### src/rtl/mem_access_ctrl_pkg.sv
// Shared definitions for the memory-stage access controller: default widths,
// timeout budget and FSM state encoding.
package mem_access_ctrl_pkg;

   localparam int WORD_LEN_DEF          = 16;
   localparam int REG_FILE_ADDR_LEN_DEF = 4;
   localparam int TIMEOUT_CYCLES_DEF    = 15;

   typedef enum logic {
      IDLE   = 1'b0,
      ACCESS = 1'b1
   } state_t;

endpackage

### src/rtl/mem_access_ctrl_mem_wb_reg.sv
// MEM/WB pipeline register. A bubble clears every field; a load captures the
// retiring op. With neither asserted the register holds.
module mem_wb_reg
   import mem_access_ctrl_pkg::*;
#(
   parameter int WORD_LEN          = WORD_LEN_DEF,
   parameter int REG_FILE_ADDR_LEN = REG_FILE_ADDR_LEN_DEF
)(
   input  logic                         clk,
   input  logic                         rst,
   input  logic                         load,
   input  logic                         bubble,
   input  logic                         wb_en_d,
   input  logic                         mem_r_en_d,
   input  logic [REG_FILE_ADDR_LEN-1:0] dest_d,
   input  logic [WORD_LEN-1:0]          alu_res_d,
   input  logic [WORD_LEN-1:0]          mem_res_d,
   output logic                         wb_en,
   output logic                         mem_r_en,
   output logic [REG_FILE_ADDR_LEN-1:0] dest,
   output logic [WORD_LEN-1:0]          alu_res,
   output logic [WORD_LEN-1:0]          mem_res
);

   always_ff @(posedge clk) begin
      if (rst || bubble) begin
         wb_en    <= 1'b0;
         mem_r_en <= 1'b0;
         dest     <= '0;
         alu_res  <= '0;
         mem_res  <= '0;
      end else if (load) begin
         wb_en    <= wb_en_d;
         mem_r_en <= mem_r_en_d;
         dest     <= dest_d;
         alu_res  <= alu_res_d;
         mem_res  <= mem_res_d;
      end
   end

endmodule

### src/rtl/mem_access_ctrl.sv
// Memory-stage controller: stalls the pipeline while a data-memory access is
// outstanding, retires the op into MEM/WB on ack, and gives up after a timeout.
module mem_access_ctrl
   import mem_access_ctrl_pkg::*;
#(
   parameter int WORD_LEN          = WORD_LEN_DEF,
   parameter int REG_FILE_ADDR_LEN = REG_FILE_ADDR_LEN_DEF,
   parameter int TIMEOUT_CYCLES    = TIMEOUT_CYCLES_DEF
)(
   input  logic                         clk,
   input  logic                         rst,
   input  logic                         WB_EN_IN,
   input  logic                         MEM_R_EN_IN,
   input  logic                         MEM_W_EN_IN,
   input  logic [WORD_LEN-1:0]          ALUResIn,
   input  logic [WORD_LEN-1:0]          STValIn,
   input  logic [REG_FILE_ADDR_LEN-1:0] destIn,
   output logic                         freeze,
   output logic                         mem_req,
   output logic                         mem_we,
   output logic [WORD_LEN-1:0]          mem_addr,
   output logic [WORD_LEN-1:0]          mem_wdata,
   input  logic [WORD_LEN-1:0]          mem_rdata,
   input  logic                         mem_ack,
   output logic                         WB_EN,
   output logic                         MEM_R_EN,
   output logic [REG_FILE_ADDR_LEN-1:0] dest,
   output logic [WORD_LEN-1:0]          ALURes,
   output logic [WORD_LEN-1:0]          MEMRes,
   output logic                         mem_err
);

   localparam int CNT_W = $clog2(TIMEOUT_CYCLES + 1);

   state_t                       state, next_state;
   logic [CNT_W-1:0]             cnt;
   logic                         lat_wb, lat_rd, lat_we;
   logic [REG_FILE_ADDR_LEN-1:0] lat_dest;
   logic [WORD_LEN-1:0]          lat_addr, lat_wdata;

   logic                         latch_en, cnt_inc, err_set;
   logic                         wb_load, wb_bubble, wb_en_d, mem_r_en_d;
   logic [REG_FILE_ADDR_LEN-1:0] dest_d;
   logic [WORD_LEN-1:0]          alu_res_d, mem_res_d;

   assign mem_addr  = lat_addr;
   assign mem_wdata = lat_wdata;

   always_ff @(posedge clk) begin
      if (rst) begin
         state     <= IDLE;
         cnt       <= '0;
         lat_wb    <= 1'b0;
         lat_rd    <= 1'b0;
         lat_we    <= 1'b0;
         lat_dest  <= '0;
         lat_addr  <= '0;
         lat_wdata <= '0;
         mem_err   <= 1'b0;
      end else begin
         state <= next_state;
         // A simultaneous read+write is treated as a write; the read is dropped.
         if (latch_en) begin
            cnt       <= '0;
            lat_wb    <= WB_EN_IN;
            lat_rd    <= MEM_R_EN_IN & ~MEM_W_EN_IN;
            lat_we    <= MEM_W_EN_IN;
            lat_dest  <= destIn;
            lat_addr  <= ALUResIn;
            lat_wdata <= STValIn;
         end else if (cnt_inc) begin
            cnt <= cnt + 1'b1;
         end
         if (err_set)
            mem_err <= 1'b1;
      end
   end

   always_comb begin
      next_state = state;
      freeze     = 1'b0;
      mem_req    = 1'b0;
      mem_we     = 1'b0;
      latch_en   = 1'b0;
      cnt_inc    = 1'b0;
      err_set    = 1'b0;
      wb_load    = 1'b0;
      wb_bubble  = 1'b0;
      wb_en_d    = WB_EN_IN;
      mem_r_en_d = MEM_R_EN_IN;
      dest_d     = destIn;
      alu_res_d  = ALUResIn;
      mem_res_d  = '0;
      unique case (state)
         IDLE: begin
            if (MEM_R_EN_IN || MEM_W_EN_IN) begin
               freeze     = 1'b1;
               wb_bubble  = 1'b1;
               latch_en   = 1'b1;
               err_set    = MEM_R_EN_IN & MEM_W_EN_IN;
               next_state = ACCESS;
            end else begin
               wb_load = 1'b1;
            end
         end
         ACCESS: begin
            mem_req    = 1'b1;
            mem_we     = lat_we;
            mem_r_en_d = lat_rd;
            dest_d     = lat_dest;
            alu_res_d  = lat_addr;
            if (mem_ack) begin
               wb_load    = 1'b1;
               wb_en_d    = lat_wb;
               mem_res_d  = lat_rd ? mem_rdata : '0;
               next_state = IDLE;
            end else if (cnt == CNT_W'(TIMEOUT_CYCLES - 1)) begin
               // Timed out: retire the op harmlessly so the pipeline can move on.
               wb_load    = 1'b1;
               wb_en_d    = 1'b0;
               err_set    = 1'b1;
               next_state = IDLE;
            end else begin
               freeze    = 1'b1;
               wb_bubble = 1'b1;
               cnt_inc   = 1'b1;
            end
         end
         default: next_state = IDLE;
      endcase
   end

   mem_wb_reg #(
      .WORD_LEN          (WORD_LEN),
      .REG_FILE_ADDR_LEN (REG_FILE_ADDR_LEN)
   ) u_mem_wb_reg (
      .clk        (clk),
      .rst        (rst),
      .load       (wb_load),
      .bubble     (wb_bubble),
      .wb_en_d    (wb_en_d),
      .mem_r_en_d (mem_r_en_d),
      .dest_d     (dest_d),
      .alu_res_d  (alu_res_d),
      .mem_res_d  (mem_res_d),
      .wb_en      (WB_EN),
      .mem_r_en   (MEM_R_EN),
      .dest       (dest),
      .alu_res    (ALURes),
      .mem_res    (MEMRes)
   );

endmodule

### config.mk
export PLATFORM = sky130hd
export DESIGN_NAME = mem_access_ctrl
export DESIGN_NICKNAME = d
export VERILOG_FILES = /design/src/rtl/mem_access_ctrl_pkg.sv /design/src/rtl/mem_access_ctrl_mem_wb_reg.sv /design/src/rtl/mem_access_ctrl.sv
export SDC_FILE = /design/constraint.sdc
export NUM_CORES = 1
export LEC_CHECK = 0
export BUFFER_PORTS_ARGS = -buffer_cell sky130_fd_sc_hd__buf_2
export CORE_MARGIN = 2
export CORE_UTILIZATION = 40
export DETAILED_ROUTE_END_ITERATION = 12
export PLACE_DENSITY_LB_ADDON = 0.1
export SETUP_SLACK_MARGIN = 0.05
export SKIP_LAST_GASP = 1
export SYNTH_ARGS = -nofsm -noshare
export SYNTH_HDL_FRONTEND = slang
export SYNTH_HIERARCHICAL = 1
export SYNTH_SLANG_ARGS = --single-unit
### constraint.sdc
create_clock -name clk -period 2.2 [get_ports clk]
set_clock_uncertainty 0.15 [all_clocks]
set_input_delay 0.33 -clock clk [delete_from_list [all_inputs] [get_ports clk]]
set_output_delay 0.33 -clock clk [all_outputs]
set_load 0.05 [all_outputs]
# Yosys cells after proc, flatten, opt, wreduce, memory -nomap -nowiden
# Cells that the tools add are included.
dict set report totals {
  regBits 83
  in_bits 58
  out_inout_bits 74
  elab_cells 47
}
dict set report classes {
  n_addsub 1
  eq_ne 1
  mux 24
  bitwise 4
  reduce_logical 3
}
# cell n
set ops {}
lappend ops {{16-bit two-way mux} 4}
lappend ops {{1-bit two-way mux} 16}
lappend ops {{1-bit one-hot mux with 2 select lines} 3}
lappend ops {{4-bit by 1-bit adder with 4-bit output, second input constant} 1}
lappend ops {{4-bit equality test, second input constant} 1}
lappend ops {{4-bit two-way mux} 1}
lappend ops {{1-bit bitwise AND} 2}
lappend ops {{1-bit logical OR} 2}
lappend ops {{1-bit NOT} 2}
lappend ops {{2-bit OR reduction} 1}

# Longest topological paths before layout
dict set report logic_depth {
  word_depth 5
  ltp_mapped 9
  mapped_depth_nobuf 7
}

# By module
# Netlist, hierarchy kept.
# module instances cells_each area_each_um2 seq_area_each_um2
set by_module_without_submodules {}
lappend by_module_without_submodules {mem_access_ctrl 1 249 2039.5 900.9}
lappend by_module_without_submodules {mem_wb_reg 1 123 1366.3 760.7}

# Least setup slack after synthesis
# OpenSTA, ideal clock, no wires.
dict set report synth_timing {
  kind {reg2reg}
  start {register state}
  end {register u_mem_wb_reg.alu_res[0]}
  setup_time_ns 0.065
  arrival_time_ns 2.210
  t_required_ns 1.985
  setup_slack_ns -0.226
  path_stages_with_launch 9
  n_path_buf 3
  period_less_slack_ns 2.426
  cell_sequence {dfxtp_1 -> o21ba_2 -> buf_4 -> a21oi_1 -> inv_1 -> or2_1 -> buf_6 -> buf_6 -> nor2_1}
}
dict set report synth_between {
  elab_cells_between_ends 5
  cone_classes {mux: 3; bitwise: 1; reduce/logical: 1}
}
# item line_no
set synth_rtl {}
lappend synth_rtl {{from (decl)} mem_access_ctrl.sv:35} ;# state_t state, next_state;
lappend synth_rtl {{from (signal assigned)} mem_access_ctrl.sv:61} ;# state <= next_state;
lappend synth_rtl {{1-bit NOT} -}
lappend synth_rtl {{1-bit one-hot mux with 2 select lines *} mem_access_ctrl.sv:94} ;# unique case (state)
lappend synth_rtl {{named net wb_load} mem_access_ctrl.sv:42} ;# logic wb_load, wb_bubble, wb_en_d, mem_r_en_d;
lappend synth_rtl {{to (signal assigned)} mem_access_ctrl_mem_wb_reg.sv:36} ;# alu_res <= alu_res_d;
lappend synth_rtl {{to (decl)} mem_access_ctrl_mem_wb_reg.sv:21} ;# output logic [WORD_LEN-1:0] alu_res,
# The timed path passes the listed nets; every way through them passes the cells marked *.
# A chain may end at the register's enable or synchronous reset.

# Final worst setup path
dict set report layout_timing {
  start {register cnt[0]}
  end {output freeze}
}
dict set report layout_between {
  elab_chain_len 4
}
# item line_no
set layout_rtl {}
lappend layout_rtl {{from (decl)} mem_access_ctrl.sv:36} ;# logic [CNT_W-1:0] cnt;
lappend layout_rtl {{from (signal assigned)} mem_access_ctrl.sv:72} ;# cnt <= cnt + 1'b1;
lappend layout_rtl {{4-bit equality test} mem_access_ctrl.sv:117} ;# end else if (cnt == CNT_W'(TIMEOUT_CYCLES - 1)) begin
lappend layout_rtl {{1-bit two-way mux} mem_access_ctrl.sv:117}
lappend layout_rtl {{1-bit two-way mux} mem_access_ctrl.sv:112} ;# if (mem_ack) begin
lappend layout_rtl {{1-bit one-hot mux with 2 select lines} mem_access_ctrl.sv:94}
lappend layout_rtl {{to (decl)} mem_access_ctrl.sv:18} ;# output logic freeze,
# No other way between the ends.

==> results by group <==
Outcome
  • Outcome: finished, final reports clean

Final layout
  • Share of layout cells above drive strength 1: 36.96%
  • Multi-input logic area: 1590 um^2
  • Final net count: 561
  • Commonest non-fill, non-tap cells in the layout: buf_2, dfxtp_1, nand2_1, a21oi_1, nor2_1
  • Commonest non-fill, non-tap cell in the layout: buf_2
  • Antenna Cells: 0
  • FILL cells: 805
  • Register area: 1663 um^2
  • Area growth syn-to-layout: 27.88%

Clock network
  • Clock Latency Late Sink: 350 ps
  • Max clock buf depth: 2
  • Clock sink count: 83
  • Clock slew at reported path FFs: 90 ps
  • H-tree Lvls: 3
  • CTS tree: done
  • CTS Buf Count: 9
  • CTS Root Cell: clkbuf_8
  • Post-CTS Setup Inserts: 0

Timing
  • Slew HR: 72.42%
  • Tmin final: 2033 ps
  • RSZ-0062 raised after global routing: false
  • Slew @ Worst Pin: 413.7 ps
  • Min Hold Slack: 60.99 ps
  • Final period utilization: 92.41%
  • Total negative slack: 0 ps
  • Max Freq: 491.9 MHz
  • Count of final setup violators: 0
  • Slew Limit Fails: 0
  • Endpoints failing hold: 0
  • Setup ws final: 167.0 ps

Drt
  • Met2 WL: 3.902 mm
  • Antenna Violating Nets Remaining: 0
  • # DRC: 0
  • Starting DRT DRC Count: 90
  • Routed vias: 2908
  • Max layer used: met4
  • Detailed Routing Iterations Pass 1: 4
  • Via-to-Cell Ratio: 4.759
  • Routed len/inst: 13.33 um
  • Post-Route M1 WL: 3.529 mm
  • Routed wire length: 8.144 mm
  • Met3 Wirelength: 664 um

Pwr
  • LEAKAGE: 0.002055 uW
  • Total power: 3442 uW
  • PwrDens: 790.3 nW/um^2
  • Maximum vdd drop: 389.9 uV

Critical path
  • Reg2reg path depth: 7
  • R2R Path End: u_mem_wb_reg/mem_res[7]
  • Crit Path Class: flop to output port
  • Endpoint class of the critical path: output port
  • Crit Reg-Reg Startpoint: cnt[0]
  • Critical Path RT: 1720 ps
  • Reg2Reg Setup Slack: 350 ps
  • Worst-path fanout max: 5
  • Arr. time, crit path: 1550 ps
  • Startpoint types: flop

Hold path
  • HP Class: input pin to flop
  • WHS Endpoint: mem_wdata[13]
  • Hold path cells: 3
  • Launch point of the worst hold path: STValIn[13]

Global routing
  • Vias in the first global route: 2575
  • Total gr overflow: 0
  • Largest net degree at the start of global routing: 38
  • Total global routing track utilization: 17.01%
  • First-pass GRT wire length: 12.23 mm
  • Initial antenna violation count: 0

Logic synthesis
  • Synthesis warning total: 6
  • Seq cells post-synth: 83
  • Cells after Synth: 372
  • Asr flop ratio synth: 0%
  • Sequential share of the synthesized area: 48.79%
  • Synth unique cells: 30
  • Prevailing post-synth register cell: dfxtp_1
  • Post-synth EDFFs: 0
  • Syn_nets: 432
  • Average size of a mapped cell: 9.155 um^2
  • Synth Cell Area: 3406 um^2

Die
  • Io pins: 132
  • Initial core utilization: 41.45%
  • Core area: 8217 um^2
  • Die ar.: 9269 um^2
  • Die Wd: 96.28 um
  • Die Ht: 96.28 um
  • # rows: 33

Placed design
  • Port buffer count: 131
  • Final HPWL DP: 5.595 mm
  • Routability Congestion: 0.7499
  • Pre-CTS setup slack: 253.5 ps

Flow run
  • Max cap viols: 0
==> state kept, by name, indices dropped and copies added, names as in the netlist <==
signal                 flops
u_mem_wb_reg/wb_en         1
u_mem_wb_reg/alu_res      16
lat_we                     1
u_mem_wb_reg/mem_res      16
lat_wb                     1
lat_rd                     1
mem_addr                  16
cnt                        4
u_mem_wb_reg/mem_r_en      1
mem_err                    1
lat_dest                   4
u_mem_wb_reg/dest          4
state                      1
mem_wdata                 16
==> critical path: stages (launching register included) <==
cell,delay (ps)
dfxtp_1,350
inv_1,130
ha_4,170
nand3_4,110
a21oi_4,210
inv_2,50
buf_4,190
==> synth_stat cells, types with 3 or more instances <==
cell	n	area share, %
a21oi_1	42	6.2
and2_1	17	3.1
buf_2	3	0.44
buf_4	9	2.0
buf_6	6	2.0
clkbuf_1	6	0.66
dfxtp_1	83	49
inv_1	3	0.33
mux2_2	20	6.6
mux2i_1	38	11
nand2_1	76	8.4
nand2b_1	3	0.55
nand3_1	3	0.44
nor2_1	41	4.5
==> timing repair <==
action,4_1_cts,5_1_grt
resized for setup,2,3
hold buffers,0,0
setup endpoints to repair,1,1
pin swaps,0,1
==> kinds of logic (layout without fill, tap and decap cells) <==
| logic type | after synthesis | after routing | synth area share [%] |
|---|---|---|---|
| AO/OA/AOI/OAI | 52 | 52 | 8.486 |
| flip-flops | 83 | 83 | 48.79 |
| buffers and inverters | 29 | 163 | 5.694 |
| multiplexers | 58 | 58 | 17.78 |
| adder cells (fa/ha/maj) | 2 | 2 | 0.7346 |
| AND/OR/NAND/NOR | 148 | 148 | 18.52 |
==> metrics by stage <==
step           instance area (um^2)  util (%)  instances
3_3_place_gp                   4124     50.19        595
6_report                       4355     53.01        611
5_1_grt                        4355     53.01        611
2_1_floorplan                  3411         -        372
4_1_cts                        4335     52.76        611
3_5_place_dp                   4124     50.19        595
==> where the power goes <==
part / total (uW) / switching (uW) / internal (uW)
clock: 1110 / 551 / 560
sequential: 1610 / 40.0 / 1570
combinational: 717 / 478 / 239
total: 3440 / 1070 / 2370
==> metal layers <==
layer  global-route usage (%)  vias up
met2                    27.60       90
met4                    6.071        0
li1                         -     1488
met1                    20.92     1324
met3                    5.795        6
met5                        0        -
==> worst max-delay path by stage <==
stage               startpoint                      end  slack [ps]  cells after the start
floorplan                state  u_mem_wb_reg/alu_res[0]         180                      8
global placement        cnt[0]  u_mem_wb_reg/alu_res[7]         330                      7
detailed placement      cnt[0]     u_mem_wb_reg/dest[1]         250                      7
CTS                     cnt[0]                   freeze         110                      6
global route            cnt[0]                   freeze          70                      6
finish                  cnt[0]                   freeze         170                      6
==> final cells by class <==
type | count | share of cell area, %
Inverter | 3 | 0.2585
Timing Repair Buffer | 144 | 17.35
Clock inverter | 5 | 1.436
Tap cell | 105 | 3.016
Multi-Input combinational cell | 260 | 36.51
Sequential cell | 83 | 38.18
Clock buffer | 11 | 3.246
(Power assumes the default switching activity.)
